--- config.mk ---
export PLATFORM = sky130hd
export DESIGN_NAME = score_bcd_encoder
export DESIGN_NICKNAME = d
export VERILOG_FILES = /design/src/rtl/rps_pkg.sv /design/src/rtl/bcd_dabble_step.sv /design/src/rtl/score_bcd_encoder.sv
export SDC_FILE = /design/constraint.sdc
export NUM_CORES = 1
export LEC_CHECK = 0
export CORE_MARGIN = 2
export CORE_UTILIZATION = 39
export DETAILED_ROUTE_END_ITERATION = 10
export HOLD_SLACK_MARGIN = 0.12
export SETUP_SLACK_MARGIN = 0.15
export SYNTH_ARGS = -nofsm -noshare
export SYNTH_HDL_FRONTEND = slang
export SYNTH_SLANG_ARGS = --single-unit
--- constraint.sdc ---
create_clock -name CLOCK_50 -period 1.84 [get_ports CLOCK_50]
set_input_delay 0.276 -clock CLOCK_50 [delete_from_list [all_inputs] [get_ports CLOCK_50]]
set_output_delay 0.276 -clock CLOCK_50 [all_outputs]
set_load 0.02 [all_outputs]
--- src/rtl/rps_pkg.sv ---
// Shared definitions for the rock-paper-scissors game.
// Holds the BCD encoder state type, the BCD nibble width, the player-choice
// encodings and a small helper for the double-dabble correction step.
package rps_pkg;

    // Encoder sequencing states: idle, shifting the user score,
    // shifting the computer score, one-cycle completion.
    typedef enum logic [1:0] {
        IDLE    = 2'd0,
        SHIFT_U = 2'd1,
        SHIFT_C = 2'd2,
        DONE    = 2'd3
    } state_t;

    localparam int BCD_NIBBLE_W = 4;

    // Player / computer choice encodings used by the round logic.
    localparam logic [1:0] ROCK    = 2'b00;
    localparam logic [1:0] SCISSOR = 2'b01;
    localparam logic [1:0] PAPER   = 2'b10;

    // Double-dabble correction: a digit of 5 or more would become 10 or more
    // after doubling, so pre-add 3 to make the shift carry into the next digit.
    function automatic logic [BCD_NIBBLE_W-1:0] add3_if_ge5(
        input logic [BCD_NIBBLE_W-1:0] nibble
    );
        if (nibble >= 4'd5) begin
            return nibble + 4'd3;
        end
        return nibble;
    endfunction

endpackage

--- src/rtl/bcd_dabble_step.sv ---
// One combinational double-dabble iteration.
// Input/output vector layout is {BCD digits, binary remainder}; every BCD
// nibble is corrected independently (no carry between nibbles), then the
// whole vector is shifted left by one bit.
module bcd_dabble_step
    import rps_pkg::*;
#(
    parameter int WIDTH  = 8,
    parameter int DIGITS = 3
)
(
    input  logic [BCD_NIBBLE_W*DIGITS+WIDTH-1:0] din,
    output logic [BCD_NIBBLE_W*DIGITS+WIDTH-1:0] dout
);

    logic [BCD_NIBBLE_W*DIGITS+WIDTH-1:0] adjusted;

    // Per-nibble add-3 correction on the BCD field, then shift left by one.
    always_comb begin
        adjusted = din;
        for (int i = 0; i < DIGITS; i++) begin
            adjusted[WIDTH + BCD_NIBBLE_W*i +: BCD_NIBBLE_W] =
                add3_if_ge5(din[WIDTH + BCD_NIBBLE_W*i +: BCD_NIBBLE_W]);
        end
        dout = adjusted << 1;
    end

endmodule

--- src/rtl/score_bcd_encoder.sv ---
// Sequential binary-to-BCD encoder for the two scoreboard scores.
// A single bcd_dabble_step is time-shared: WIDTH iterations for the user
// score, then WIDTH iterations for the computer score.
// Optional build macro: SCORE_AUTO_REFRESH_EN -- when defined, a change of
// either score input since the last conversion start also triggers a
// conversion, without needing a start pulse.
//
// Handshake: start (or the auto-refresh trigger) is sampled only while the
// encoder is IDLE (busy=0); requests while busy are dropped, not queued.
// busy is high in every non-IDLE state; done pulses for exactly one cycle in
// DONE, at which point both user_bcd and com_bcd hold the new results.
module score_bcd_encoder
    import rps_pkg::*;
#(
    parameter int WIDTH  = 8,
    parameter int DIGITS = 3
)
(
    input  logic                           CLOCK_50,
    input  logic                           reset,
    input  logic                           start,
    input  logic [WIDTH-1:0]               user_score,
    input  logic [WIDTH-1:0]               com_score,
    output logic [BCD_NIBBLE_W*DIGITS-1:0] user_bcd,
    output logic [BCD_NIBBLE_W*DIGITS-1:0] com_bcd,
    output logic                           busy,
    output logic                           done
);

    localparam int BCD_W = BCD_NIBBLE_W * DIGITS;
    localparam int SR_W  = BCD_W + WIDTH;
    localparam int CNT_W = $clog2(WIDTH + 1);
    localparam logic [CNT_W-1:0] LAST_SHIFT = CNT_W'(WIDTH - 1);

    state_t            state;
    state_t            next_state;
    logic [SR_W-1:0]   shift_reg;
    logic [SR_W-1:0]   step_out;
    logic [CNT_W-1:0]  count;
    logic [WIDTH-1:0]  com_shadow;
    logic              trigger;
    logic              last_shift;

    // The iteration that produces the final digits of the current operand.
    assign last_shift = (count == LAST_SHIFT);

`ifdef SCORE_AUTO_REFRESH_EN
    logic [WIDTH-1:0] last_user;
    logic [WIDTH-1:0] last_com;

    assign trigger = start | (user_score != last_user) | (com_score != last_com);

    // Remember the scores captured at the most recent conversion start.
    always_ff @(posedge CLOCK_50 or negedge reset) begin
        if (!reset) begin
            last_user <= '0;
            last_com  <= '0;
        end else if (state == IDLE && trigger) begin
            last_user <= user_score;
            last_com  <= com_score;
        end
    end
`else
    assign trigger = start;
`endif

    bcd_dabble_step #(
        .WIDTH  (WIDTH),
        .DIGITS (DIGITS)
    ) u_step (
        .din  (shift_reg),
        .dout (step_out)
    );

    // State register.
    always_ff @(posedge CLOCK_50 or negedge reset) begin
        if (!reset) begin
            state <= IDLE;
        end else begin
            state <= next_state;
        end
    end

    // Next-state logic and handshake outputs.
    always_comb begin
        next_state = state;
        busy       = 1'b1;
        done       = 1'b0;
        case (state)
            IDLE: begin
                busy = 1'b0;
                if (trigger) begin
                    next_state = SHIFT_U;
                end
            end
            SHIFT_U: begin
                if (last_shift) begin
                    next_state = SHIFT_C;
                end
            end
            SHIFT_C: begin
                if (last_shift) begin
                    next_state = DONE;
                end
            end
            DONE: begin
                done       = 1'b1;
                next_state = IDLE;
            end
            default: begin
                next_state = IDLE;
            end
        endcase
    end

    // Datapath: operand capture, shift sequencing and single-edge result update.
    // The user operand is loaded straight into the shift register at capture,
    // so only the computer operand needs a separate shadow copy.
    always_ff @(posedge CLOCK_50 or negedge reset) begin
        if (!reset) begin
            shift_reg  <= '0;
            count      <= '0;
            com_shadow <= '0;
            user_bcd   <= '0;
            com_bcd    <= '0;
        end else begin
            case (state)
                IDLE: begin
                    if (trigger) begin
                        com_shadow <= com_score;
                        shift_reg  <= {{BCD_W{1'b0}}, user_score};
                        count      <= '0;
                    end
                end
                SHIFT_U: begin
                    if (last_shift) begin
                        user_bcd  <= step_out[SR_W-1 -: BCD_W];
                        shift_reg <= {{BCD_W{1'b0}}, com_shadow};
                        count     <= '0;
                    end else begin
                        shift_reg <= step_out;
                        count     <= count + CNT_W'(1);
                    end
                end
                SHIFT_C: begin
                    if (last_shift) begin
                        com_bcd   <= step_out[SR_W-1 -: BCD_W];
                        shift_reg <= '0;
                        count     <= '0;
                    end else begin
                        shift_reg <= step_out;
                        count     <= count + CNT_W'(1);
                    end
                end
                default: begin
                end
            endcase
        end
    end

endmodule

# ---- After elaboration in Yosys (flattened, before gate mapping)
# Cells that the tools add are included.
dict set report totals {
  ff_bits 58
  latch_bits 0
  ram_bits 0
  mem_bits_ro 0
  in_bits 19
  out_inout_bits 26
  wordCells 52
  memories 0
}
dict set report op_classes {
  n_addsub 4
  mul 0
  n_div 0
  magnitude_cmp 3
  n_eq_ne 7
  n_shift 0
  muxes 22
  bitwise_logic 0
  n_reduce_logical 10
}
# cell count
set ops {}
lappend ops {{2-to-1 mux 20 bit} 3}
lappend ops {{case mux 20 bit (3 select lines)} 1}
lappend ops {{2-to-1 mux 4 bit} 6}
lappend ops {{greater-or-equal comparator 4 x 3 -> 1 bit, second input constant} 3}
lappend ops {{AND reduction 2 bit} 5}
lappend ops {{adder 4 x 2 -> 4 bit, second input constant} 2}
lappend ops {{case mux 2 bit (4 select lines)} 1}
lappend ops {{case mux 4 bit (2 select lines)} 1}
lappend ops {{2-to-1 mux 2 bit} 3}
lappend ops {{2-to-1 mux 3 bit} 2}
lappend ops {{inequality test 2 bit, second input constant} 3}
lappend ops {{2-to-1 mux 1 bit} 5}
lappend ops {{adder 4 x 1 -> 4 bit, second input constant} 1}
lappend ops {{equality test 2 bit, second input constant} 2}
lappend ops {{equality test 4 x 3 -> 1 bit, second input constant} 1}
lappend ops {{adder 3 x 2 -> 3 bit, second input constant} 1}
lappend ops {{AND reduction 3 bit} 1}
lappend ops {{nonzero test 3 bit} 1}
lappend ops {{equality test 2 x 1 -> 1 bit, second input constant} 1}
lappend ops {{logical NOT 2 bit} 1}
lappend ops {{nonzero test 2 bit} 1}
lappend ops {{OR reduction 2 bit} 1}

# ---- Depth between registers and ports, before layout
# Gate-level depths: netlist of run 1.
dict set report depth {
  ltp_word 5
  depth_mapped 7
  ltp_nobuf 6
}

# ---- Modules after synthesis
# A second synthesis of run 1 with hierarchy kept.
dict set report unflattened {
  hier_cells 247
  hier_area_um2 3002.9
}
# module n_inst cells_each area_per_inst_um2 seq_area_each_um2
set by_module_without_submodules {}
lappend by_module_without_submodules {score_bcd_encoder 1 193 2647.5 1451.4}
lappend by_module_without_submodules {bcd_dabble_step 1 54 355.3 0.0}

# ---- Worst setup path before layout of run 1
# Ideal clock, no wire load.
dict set report synth_path {
  path_type {reg2reg}
  start {reg state[0]}
  end {reg count[2]}
  arrival_ns 1.467
  required_ns 1.712
  path_slack_ns 0.245
  path_stages_with_launch 8
  synth_period_minus_slack_ns 1.595
  cell_sequence {dfrtp_1 > inv_1 > ha_1 > inv_2 > clkbuf_1 > nor2_1 > o21ai_0 > o31ai_1}
}
dict set report synth_via {
  elab_chain_len 4
  elab_cells_between_ends 8
  cone_classes {eq/ne: 3; mux: 1; reduce/logical: 4}
}
# element line
set synth_lines {}
lappend synth_lines {{start, declared} score_bcd_encoder.sv:35} ;# state_t state;
lappend synth_lines {{start signal, assigned} score_bcd_encoder.sv:80} ;# state <= next_state;
lappend synth_lines {{equality test 2 bit / equality test 2 x 1 -> 1 bit (equally long branches)} score_bcd_encoder.sv:127} ;# case (state)
lappend synth_lines {{OR reduction 2 bit (no source line)} --}
lappend synth_lines {{nonzero test 2 bit (no source line)} --}
lappend synth_lines {{AND reduction 2 bit (no source line)} --}
lappend synth_lines {{end signal, assigned} score_bcd_encoder.sv:142} ;# count <= count + CNT_W'(1);
lappend synth_lines {{end signal, assigned} score_bcd_encoder.sv:152} ;# count <= count + CNT_W'(1);
lappend synth_lines {{end, declared} score_bcd_encoder.sv:39} ;# logic [CNT_W-1:0] count;
# Parallel ways exist; a longest one is shown, timed or not.
# A chain may end at the register's enable or synchronous reset.

# ---- Worst setup path after layout of run 1
dict set report layout_path {
  start {reg state[0]}
  end {reg state[0]}
}
dict set report layout_via {
  elab_chain_len 3
  elab_cells_between_ends 9
  cone_classes {eq/ne: 6; mux: 1; reduce/logical: 2}
}
# element line
set layout_lines {}
lappend layout_lines {{equality test 2 x 1 -> 1 bit (tied with other cells)} score_bcd_encoder.sv:89} ;# case (state)
lappend layout_lines {{inequality test 2 bit (no source line)} --}
lappend layout_lines {{AND reduction 3 bit (no source line)} --}
# Parallel ways exist; a longest one is shown, timed or not.

==> results of run 1 <==
[repair_timing]
item                                   CTS  global route
gates resized for setup                  8            20
buffers inserted                         1             2
setup endpoints to repair               22            29
endpoints found under the hold margin   22             0
hold buffers                             1             0
pin swaps                                2             4
[report_power, final]
group	switching, W	total [W]	internal, W	leakage [nW]
combinational	0.00145	0.00265	0.00120	0.683
sequential	0.000234	0.00186	0.00162	0.748
clock	0.000502	0.00120	0.000697	0.0986
total	0.00218	0.00571	0.00352	1.53
[cell families after synthesis]
| kind of cell | count (synthesis) | synth area share [%] |
|---|---|---|
| AND/OR/NAND/NOR | 81 | 15.8 |
| XOR/XNOR | 3 | 0.970 |
| multiplexers | 15 | 6.14 |
| AO/OA/AOI/OAI | 67 | 15.0 |
| adder cells (fa/ha/maj) | 11 | 5.08 |
| buffers and inverters | 20 | 3.51 |
| flip-flops | 58 | 53.6 |
[worst max path at each step]
stage	to	slack, ns	depth (start not counted)
final	state[0]	0.23	6
after global routing	com_bcd[6]	0.14	6
after CTS	busy	0.09	4
after detailed placement	shift_reg[19]	0.06	7
after global placement	shift_reg[15]	0.13	6
after floorplan	count[2]	0.24	7
[final cells by class]
class | instances | area [sq um]
Fill cell | 633 | 3140
Sequential cell | 58 | 1450
Multi-Input combinational cell | 177 | 1240
Timing Repair Buffer | 59 | 573
Clock buffer | 12 | 155
Tap cell | 80 | 100
Clock inverter | 4 | 50.0
Inverter | 10 | 40.0
[metal layers]
layer	routed length [microns]	part of all wire, %	global-route usage, %
met1	2640	45	21.3
met2	3000	51	28.8
met3	208	3.5	5.40
met4	68	1.1	5.87
met5	0	0	0
[through the flow]
| stage | setup slack, ns | util, % | cell area (sq um) | hold slack (ns) |
|---|---|---|---|---|
| final | 0.227 | 53.5 | 3610 | 0.461 |
| after global routing | 0.140 | 53.5 | 3610 | 0.496 |
| after CTS | 0.0867 | 52.2 | 3530 | 0.467 |
| after detailed placement | 0.0642 | 48.6 | 3280 | 0.296 |
| after global placement | 0.135 | 48.6 | 3280 | 0.295 |
| after floorplan | 0.245 | - | 2710 | -0.0196 |
[layout by cell type, fill, tap and decap left out, types with 2 or more instances in the layout]
cell type        count
ha_2                 2
a21oi_2              3
o31ai_1              2
a221oi_1             7
nand2_1             35
clkdlybuf4s50_1     41
clkinvlp_4           2
o21ai_0             24
dfrtp_1             58
nor2_4               2
mux2i_1              2
inv_2                3
a21oi_1             12
clkbuf_8            11
nand2b_1            11
o22ai_1              5
ha_1                 6
xnor2_1              3
nor2_1              11
mux2_2              12
nor3b_1              5
a22oi_1              3
inv_1                6
buf_4               11
buf_12               2
ha_4                 3
o21ai_1              5
nand3_1             11
==> qor.csv, run 1 <==
stage,metric,value,unit
status,outcome,"complete, no violations",
finish,Ant. Diodes,0,
finish,max FFs per register,20,
logic_synthesis,sequential area share after synthesis,53.6,%
route,WL per Instance,14.8,microns
logic_synthesis,"Top FF cell, synth",dfrtp_1,
setup_path,top cell family by delay on the critical path,flip-flops,
finish,share of cells above drive strength 1,20.6,%
floorplan,Die Wd,87.4,microns
placed_design,Inst Count DP,380,
floorplan,Die ar.,7630,sq um
grt,GR Overflow Total,0,
grt,initial antenna violation count,0,
floorplan,Initial Util,40.1,%
logic_synthesis,"area leader, netlist",dfrtp_1,
placed_design,Port-buffer cells,44,
clock_network,Sink Count,58,
floorplan,die height,87.4,microns
logic_synthesis,ys async rst share,100,%
logic_synthesis,cell with the most instances after synthesis,dfrtp_1,
finish,Final #Nets,345,
setup_path,crit-path max FO,4,
logic_synthesis,top area cells in the synthesized netlist,"dfrtp_1 54%, mux2_2 5.4%, ha_1 5.1%",
timing,RSZ-0062 raised after global routing,no,
timing,final count of pins violating max slew,0,
finish,Area Growth Syn to Fin,33.3,%
setup_path,Worst EP arrival,1.83,ns
logic_synthesis,"Distinct cells, synth",34,
logic_synthesis,Syn Inst Count,255,
logic_synthesis,syn avg cell area,10.6,sq um
floorplan,row count,30,
floorplan,I/O pin cnt,45,
route,WL final,5.92,mm
setup_path,worst setup path class,register to register,
logic_synthesis,register bit total from synthesis,58,
clock_network,clock-pin transition on the worst setup and hold timing paths,0.06,ns
pwr,total power,0.00571,W
route,vias,2061,
setup_path,max incr delay on CP,0.41,ns
pwr,worst vdd ir,1.27,mV
placed_design,RD Place Congestion,0.796,
clock_network,root buffer cell,clkbuf_8,
logic_synthesis,Post-synth EDFFs,0,
setup_path,Worst Path Required,2.06,ns
timing,Setup TNS,0,ns
clock_network,Max clock buf depth,2,
route,drt pass-1 iters,4,
logic_synthesis,post-synth top area share,53.6,%
grt,first-pass GRT wire length,9.96,mm
logic_synthesis,Netlist Area Pre-Place,2710,sq um
setup_path,Critical path buffers and inverters,2,
clock_network,worst skew pair latency,0.33,ns
clock_network,CTS tree,done,
timing,Worst Tran Pin Value,0.544,ns
logic_synthesis,synth warn,0,
timing,Tcrit/Tclk final,87.7,%
route,initial drt markers,80,
setup_path,worst r2r src,state[0],
pwr,LEAKAGE,1.53,nW
setup_path,worst reg2reg endpoint,state[0],
route,post-route ant nets,0,
route,drt via density,5.15,
setup_path,reg2reg path depth,6,
timing,Slew HR,63.7,%
timing,fmax,620,MHz
pwr,Pwr Density,1580,nW/um^2
clock_network,Inserted Clock Buffers,9,
grt,largest net degree at the start of global routing,37,
clock_network,htree depth,3,
grt,vias in the first global route,2062,
setup_path,Critical path origin,state[0],
logic_synthesis,synth cell count leaders,"58 x dfrtp_1, 35 x nand2_1, 27 x o21ai_0",
timing,Final setup viols,0,
logic_synthesis,syn_nets,285,
setup_path,Critical Path Slowest Stage Cell,dfrtp_1,
min_path,Worst Hold Class,input port to async pin,
placed_design,dpl hpwl,4.14,mm
finish,fin cells,400,
timing,Final min period,1.61,ns
floorplan,Core ar.,6760,sq um
grt,All-Layer GR Usage,17.3,%
route,DRC viols,0,
setup_path,R2R setup slack,0.23,ns
timing,Setup Skew,0.00578,ns
setup_path,crit path cell chain,inv_2 -> ha_1 -> nor2_2 -> nor2_4 -> buf_4 -> o32a_1,
setup_path,crit start category,register,
flow_run,max_cap viols,0,
timing,final-report hold violation count,0,
setup_path,element type at the critical path end,register,
Note: power is estimated with default switching activity, not from simulation.
==> inputs of run 2 (changes only) <==
--- a/config.mk
+++ b/config.mk
@@ -6,9 +6,12 @@
 export NUM_CORES = 1
 export LEC_CHECK = 0
 export CORE_MARGIN = 2
-export CORE_UTILIZATION = 39
+export CORE_UTILIZATION = 53
+export CTS_CLUSTER_DIAMETER = 30
 export DETAILED_ROUTE_END_ITERATION = 10
 export HOLD_SLACK_MARGIN = 0.12
+export PLACE_DENSITY = 0.8
+export RECOVER_POWER = 100
 export SETUP_SLACK_MARGIN = 0.15
 export SYNTH_ARGS = -nofsm -noshare
 export SYNTH_HDL_FRONTEND = slang
==> qor.csv, run 2 (synthesized netlist as in run 1, its figures left out) <==
stage,metric,value,unit,change
grt,first-pass GRT wire length,9.43,mm,was 9.96 mm
floorplan,Die Wd,75.5,microns,was 87.4 microns
setup_path,Worst Path Required,1.56,ns,was 2.06 ns
placed_design,pre-CTS WS,0.0173,ns,was 0.0642 ns
clock_network,Sink Count,58,,unchanged
route,post-route ant nets,0,,unchanged
finish,fin cells,394,,was 400
grt,vias in the first global route,2124,,was 2062
finish,final core utilization,71.8,%,was 53.5%
setup_path,Worst EP arrival,1.43,ns,was 1.83 ns
placed_design,Inst Count DP,373,,was 380
setup_path,reg2reg path depth,6,,unchanged
status,outcome,"complete, no violations",,unchanged
timing,Tcrit/Tclk final,92.5,%,was 87.7%
finish,share of cells above drive strength 1,19.1,%,was 20.6%
pwr,LEAKAGE,1.59,nW,was 1.53 nW
grt,GR Overflow Total,0,,unchanged
clock_network,root buffer cell,clkbuf_8,,unchanged
floorplan,Die ar.,5700,sq um,was 7630 sq um
timing,Final min period,1.70,ns,was 1.61 ns
floorplan,I/O pin cnt,45,,unchanged
floorplan,Core ar.,5010,sq um,was 6760 sq um
timing,Setup Skew,0.00360,ns,was 0.00578 ns
floorplan,row count,26,,was 30
clock_network,CTS tree,done,,unchanged
grt,initial antenna violation count,0,,unchanged
route,DRC viols,0,,unchanged
finish,Area Growth Syn to Fin,32.6,%,was 33.3%
route,WL per Instance,14.9,microns,was 14.8 microns
flow_run,max_cap viols,0,,unchanged
grt,All-Layer GR Usage,22.2,%,was 17.3%
floorplan,die height,75.5,microns,was 87.4 microns
finish,Filler Cells Inserted,383,,was 633
timing,final-report hold violation count,0,,unchanged
clock_network,worst skew pair latency,0.34,ns,was 0.33 ns
route,WL final,5.87,mm,was 5.92 mm
timing,Worst Tran Pin Value,0.779,ns,was 0.544 ns
clock_network,clock-pin transition on the worst setup and hold timing paths,0.07,ns,was 0.06 ns
pwr,total power,0.00586,W,was 0.00571 W
timing,fmax,588,MHz,was 620 MHz
finish,max FFs per register,20,,unchanged
placed_design,Port-buffer cells,44,,unchanged
min_path,Worst Hold Class,register to register,,was input port to async pin
setup_path,element type at the critical path end,primary output,,was register
clock_network,Inserted Clock Buffers,9,,unchanged
placed_design,RD Place Congestion,0.808,,was 0.796
grt,largest net degree at the start of global routing,59,,was 37
setup_path,crit start category,register,,unchanged
finish,most frequent cells in the layout,"58 x dfrtp_1, 34 x nand2_1, 27 x o21ai_0",,"was 58 x dfrtp_1, 41 x clkdlybuf4s50_1, 35 x nand2_1"
finish,Ant. Diodes,0,,unchanged
route,drt via density,5.52,,was 5.15
pwr,Pwr Density,1630,nW/um^2,was 1580 nW/um^2
timing,worst setup margin,0.139,ns,was 0.227 ns
timing,Slew HR,48.1,%,was 63.7%
route,drt pass-1 iters,5,,was 4
timing,Final setup viols,0,,unchanged
min_path,hold path depth,2,,
timing,RSZ-0062 raised after global routing,yes,,was no
timing,Setup TNS,0,ns,unchanged
timing,final count of pins violating max slew,0,,unchanged
clock_network,htree depth,3,,unchanged
route,vias,2174,,was 2061
setup_path,worst setup path class,register to primary output,,was register to register
setup_path,crit-path max FO,7,,was 4
clock_network,Max clock buf depth,2,,unchanged
finish,"commonest non-fill, non-tap cell in the layout",dfrtp_1,,unchanged
floorplan,Initial Util,54.1,%,was 40.1%
placed_design,dpl hpwl,4.03,mm,was 4.14 mm
pwr,worst vdd ir,1.16,mV,was 1.27 mV
finish,Final #Nets,349,,was 345
route,initial drt markers,145,,was 80
## run 2: cell types whose count changed in the layout (fill, tap and decap cells not counted), sizes merged, moves of 2 or more
cell	before	now
dlygate4sd3	1	25
clkbuf	13	16
clkdlybuf4s50	41	17
clkinvlp	2	0
## run 2: repair_timing
action	4_1_cts	5_1_grt
gates resized for setup	7	22
endpoints found under the setup margin	35	32
setup buffers	1	2
cloned	0	1
hold buffers	1	0
endpoints found under the hold margin	58	0
pin swaps	1	3
## run 2: report_power, final
part           total (W)  internal, W  switching, W  leakage, nW
logic            0.00266      0.00120       0.00146        0.726
clock network    0.00135     0.000837      0.000518        0.117
registers        0.00184      0.00162      0.000224        0.748
## run 2: worst paths after layout
kind / slack (ns) / start / endpoint
worst min register to register: 0.47 / user_bcd[10] / user_bcd[10]
worst max register to register: 0.15 / shift_reg[12] / user_bcd[6]
worst max-delay path: 0.14 / state[0] / busy
max in group asynchronous: 0.66 / reset / shift_reg[16]
worst min-delay path: 0.47 / user_bcd[10] / user_bcd[10]
min in group asynchronous: 0.67 / reset / com_bcd[3]
## run 2: worst max-delay path: stages (launching register included)
cell and delay (ns):
dfrtp_1 0.42, inv_2 0.12, ha_4 0.19, inv_1 0.05, dlygate4sd2_1 0.31
## run 2: per-stage QoR
stage | instance area, sq um | hold WS (ns)
after floorplan | 2710 | -0.0196
after global placement | 3290 | 0.302
after detailed placement | 3290 | 0.306
after CTS | 3550 | 0.480
after global routing | 3590 | 0.504
final | 3590 | 0.472
## run 2: layout make-up
| cell class | instances | area [sq um] | share of cell area (%) |
|---|---|---|---|
| Clock inverter | 4 | 73.8 | 2.05 |
| Timing Repair Buffer | 62 | 572 | 15.9 |
| Clock buffer | 12 | 155 | 4.32 |
| Inverter | 10 | 37.5 | 1.04 |
| Sequential cell | 58 | 1450 | 40.4 |
| Multi-Input combinational cell | 178 | 1220 | 33.9 |
| Tap cell | 70 | 87.6 | 2.44 |
## run 2: layer usage
layer	share of wire, %	vias up	track usage (%)	routed length [microns]
li1	-	1043	-	-
met1	43	1048	27.0	2500
met2	51	71	38.9	3020
met3	4.2	12	4.10	246
met4	1.8	0	9.16	107
met5	0	-	0	0
==> inputs of run 3 (changes only) <==
--- a/config.mk
+++ b/config.mk
@@ -5,12 +5,12 @@
 export SDC_FILE = /design/constraint.sdc
 export NUM_CORES = 1
 export LEC_CHECK = 0
-export CORE_MARGIN = 2
-export CORE_UTILIZATION = 53
+export CORE_UTILIZATION = 55
+export CTS_BUF_LIST = sky130_fd_sc_hd__clkbuf_8
 export CTS_CLUSTER_DIAMETER = 30
 export DETAILED_ROUTE_END_ITERATION = 10
 export HOLD_SLACK_MARGIN = 0.12
-export PLACE_DENSITY = 0.8
+export PLACE_DENSITY = 0.82
 export RECOVER_POWER = 100
 export SETUP_SLACK_MARGIN = 0.15
 export SYNTH_ARGS = -nofsm -noshare
==> constraint.sdc (replaced) <==
create_clock -name CLOCK_50 -period 1.84 [get_ports CLOCK_50]
set_input_delay 0.368 -clock CLOCK_50 [delete_from_list [all_inputs] [get_ports CLOCK_50]]
set_output_delay 0.368 -clock CLOCK_50 [all_outputs]
set_load 0.02 [all_outputs]
==> qor.csv, run 3 (synthesized netlist as in run 1, its figures left out) <==
stage,metric,value,unit,change
floorplan,Initial Util,57.4,%,was 54.1%
pwr,Reg power frac,31.0,%,was 31.5%
placed_design,dpl hpwl,3.88,mm,was 4.03 mm
floorplan,Die ar.,5210,sq um,was 5700 sq um
route,post-route ant nets,0,,unchanged
grt,All-Layer GR Usage,24.8,%,was 22.2%
setup_path,max incr delay on CP,0.65,ns,was 0.42 ns
clock_network,CTS tree,done,,unchanged
pwr,clock power share,20.0,%,was 23.1%
placed_design,RD Place Congestion,0.816,,was 0.808
grt,GR Overflow Total,0,,unchanged
setup_path,crit-path max FO,2,,was 7
timing,Final min period,1.73,ns,was 1.70 ns
grt,first-pass GRT wire length,9.64,mm,was 9.43 mm
timing,Tcrit/Tclk final,94.1,%,was 92.5%
floorplan,Die Wd,72.2,microns,was 75.5 microns
flow_run,max_cap viols,0,,unchanged
pwr,Gate power share,49.1,%,was 45.4%
clock_network,htree depth,3,,unchanged
pwr,P_int,0.00367,W,was 0.00366 W
finish,Area Growth Syn to Fin,32.7,%,was 32.6%
pwr,Pwr Density,1660,nW/um^2,was 1630 nW/um^2
clock_network,Max clock buf depth,2,,unchanged
setup_path,element type at the critical path end,primary output,,unchanged
setup_path,Critical Path Slowest Stage Cell,dlygate4sd3_1,,was dfrtp_1
timing,Final setup viols,0,,unchanged
finish,Final #Nets,353,,was 349
route,WL final,6.26,mm,was 5.87 mm
route,WL per Instance,15.8,microns,was 14.9 microns
route,vias,2207,,was 2174
route,drt via density,5.59,,was 5.52
clock_network,Inserted Clock Buffers,9,,unchanged
floorplan,die height,72.2,microns,was 75.5 microns
grt,initial antenna violation count,0,,unchanged
timing,final-report hold violation count,0,,unchanged
finish,most frequent cells in the layout,"58 x dfrtp_1, 35 x nand2_1, 24 x o21ai_0",,"was 58 x dfrtp_1, 34 x nand2_1, 27 x o21ai_0"
timing,Worst Tran Pin Value,0.622,ns,was 0.779 ns
setup_path,crit path cell chain,dlygate4sd3_1,,was inv_2 -> ha_4 -> inv_1 -> dlygate4sd2_1
route,drt pass-1 iters,4,,was 5
clock_network,Sink Count,58,,unchanged
placed_design,Inst Count DP,370,,was 373
setup_path,Critical path buffers and inverters,1,,was 3
timing,Slew HR,58.5,%,was 48.1%
clock_network,worst skew pair latency,0.33,ns,was 0.34 ns
floorplan,I/O pin cnt,45,,unchanged
floorplan,Core ar.,4720,sq um,was 5010 sq um
pwr,Sw Ratio,38.5,%,was 37.6%
setup_path,Worst EP arrival,1.36,ns,was 1.43 ns
timing,final count of pins violating max slew,0,,unchanged
finish,fin cells,395,,was 394
finish,Ant. Diodes,0,,unchanged
timing,RSZ-0062 raised after global routing,yes,,unchanged
pwr,LEAKAGE,1.58,nW,was 1.59 nW
finish,max FFs per register,20,,unchanged
clock_network,root buffer cell,clkbuf_8,,unchanged
status,outcome,"complete, no violations",,unchanged
placed_design,Port-buffer cells,44,,unchanged
setup_path,top cell family by delay on the critical path,buffers and inverters,,unchanged
finish,share of cells above drive strength 1,22.0,%,was 19.1%
finish,"commonest non-fill, non-tap cell in the layout",dfrtp_1,,unchanged
route,DRC viols,0,,unchanged
setup_path,crit start category,register,,unchanged
clock_network,clock-pin transition on the worst setup and hold timing paths,0.06,ns,was 0.07 ns
pwr,worst vdd ir,1.26,mV,was 1.16 mV
timing,worst hold slack,0.473,ns,was 0.472 ns
pwr,Psw,0.00230,W,was 0.00221 W
setup_path,worst setup path class,register to primary output,,unchanged
grt,vias in the first global route,2039,,was 2124
grt,largest net degree at the start of global routing,24,,was 59
timing,Setup Skew,0.00352,ns,was 0.00360 ns
route,initial drt markers,155,,was 145
setup_path,Worst Path Required,1.47,ns,was 1.56 ns
min_path,Worst Hold Class,register to register,,unchanged
floorplan,row count,25,,was 26
timing,fmax,578,MHz,was 588 MHz
-- run 3: changes by cell type in the layout (fill, tap and decap cells not counted), sizes merged --
cell / previous run / this run
bufinv: 2 / 1
buf: 14 / 15
dlygate4sd3: 25 / 12
clkbuf: 16 / 31
clkinvlp: 0 / 1
clkinv: 2 / 3
-- run 3: metrics by stage --
stage | total power, W | instance area [sq um] | TNS, ns | util, % | setup WS (ns)
final | 0.00597 | 3600 | 0 | 76.2 | 0.109
after global routing | 0.00630 | 3600 | 0 | 76.2 | 0.0593
after CTS | 0.00559 | 3560 | 0 | 75.4 | 0.0368
after detailed placement | 0.00423 | 3300 | -0.174 | 69.9 | -0.0508
after global placement | 0.00417 | 3300 | -0.0454 | 69.9 | -0.0129
after floorplan | 0.00351 | 2710 | 0 | - | 0.245
-- run 3: path summary, 6_finish.rpt --
kind	start	endpoint	slack, ns	depth (start not counted)
worst max-delay path	user_bcd[5]	user_bcd[5]	0.11	1
max in group asynchronous	reset	com_shadow[1]	0.38	3
min in group asynchronous	reset	user_bcd[5]	0.58	2
worst max register to register	shift_reg[8]	shift_reg[10]	0.14	6
worst min register to register	com_bcd[7]	com_bcd[7]	0.47	2
worst min-delay path	com_bcd[7]	com_bcd[7]	0.47	2
-- run 3: area by class of cell --
cell class,instances,area [sq um]
clock buffer,11,151
clock inverter,5,52.6
inverter,10,37.5
multi-input combinational,178,1270
fill,318,1130
sequential,58,1450
tap,67,83.8
timing repair buffer,66,552
-- run 3: timing repair --
action	CTS	global route
hold buffers	1	0
pin swaps	0	6
endpoints found under the hold margin	21	0
gates cloned	0	1
endpoints found under the setup margin	30	47
buffers inserted	1	6
gates resized for setup	14	38
-- run 3: power by group through the flow --
stage / combinational [W] / clock [W] / sequential [W]
after floorplan: 0.00163 / 0 / 0.00188
after global placement: 0.00233 / 0 / 0.00184
after detailed placement: 0.00238 / 0 / 0.00185
after CTS: 0.00254 / 0.00121 / 0.00184
after global routing: 0.00316 / 0.00126 / 0.00188
final: 0.00293 / 0.00119 / 0.00185
-- run 3: metal layers --
metal | GRT usage [%] | share of wire (%)
met1 | 32.7 | 43
met5 | 0 | 0
met2 | 38.7 | 51
met3 | 4.86 | 4.0
met4 | 13.5 | 1.8
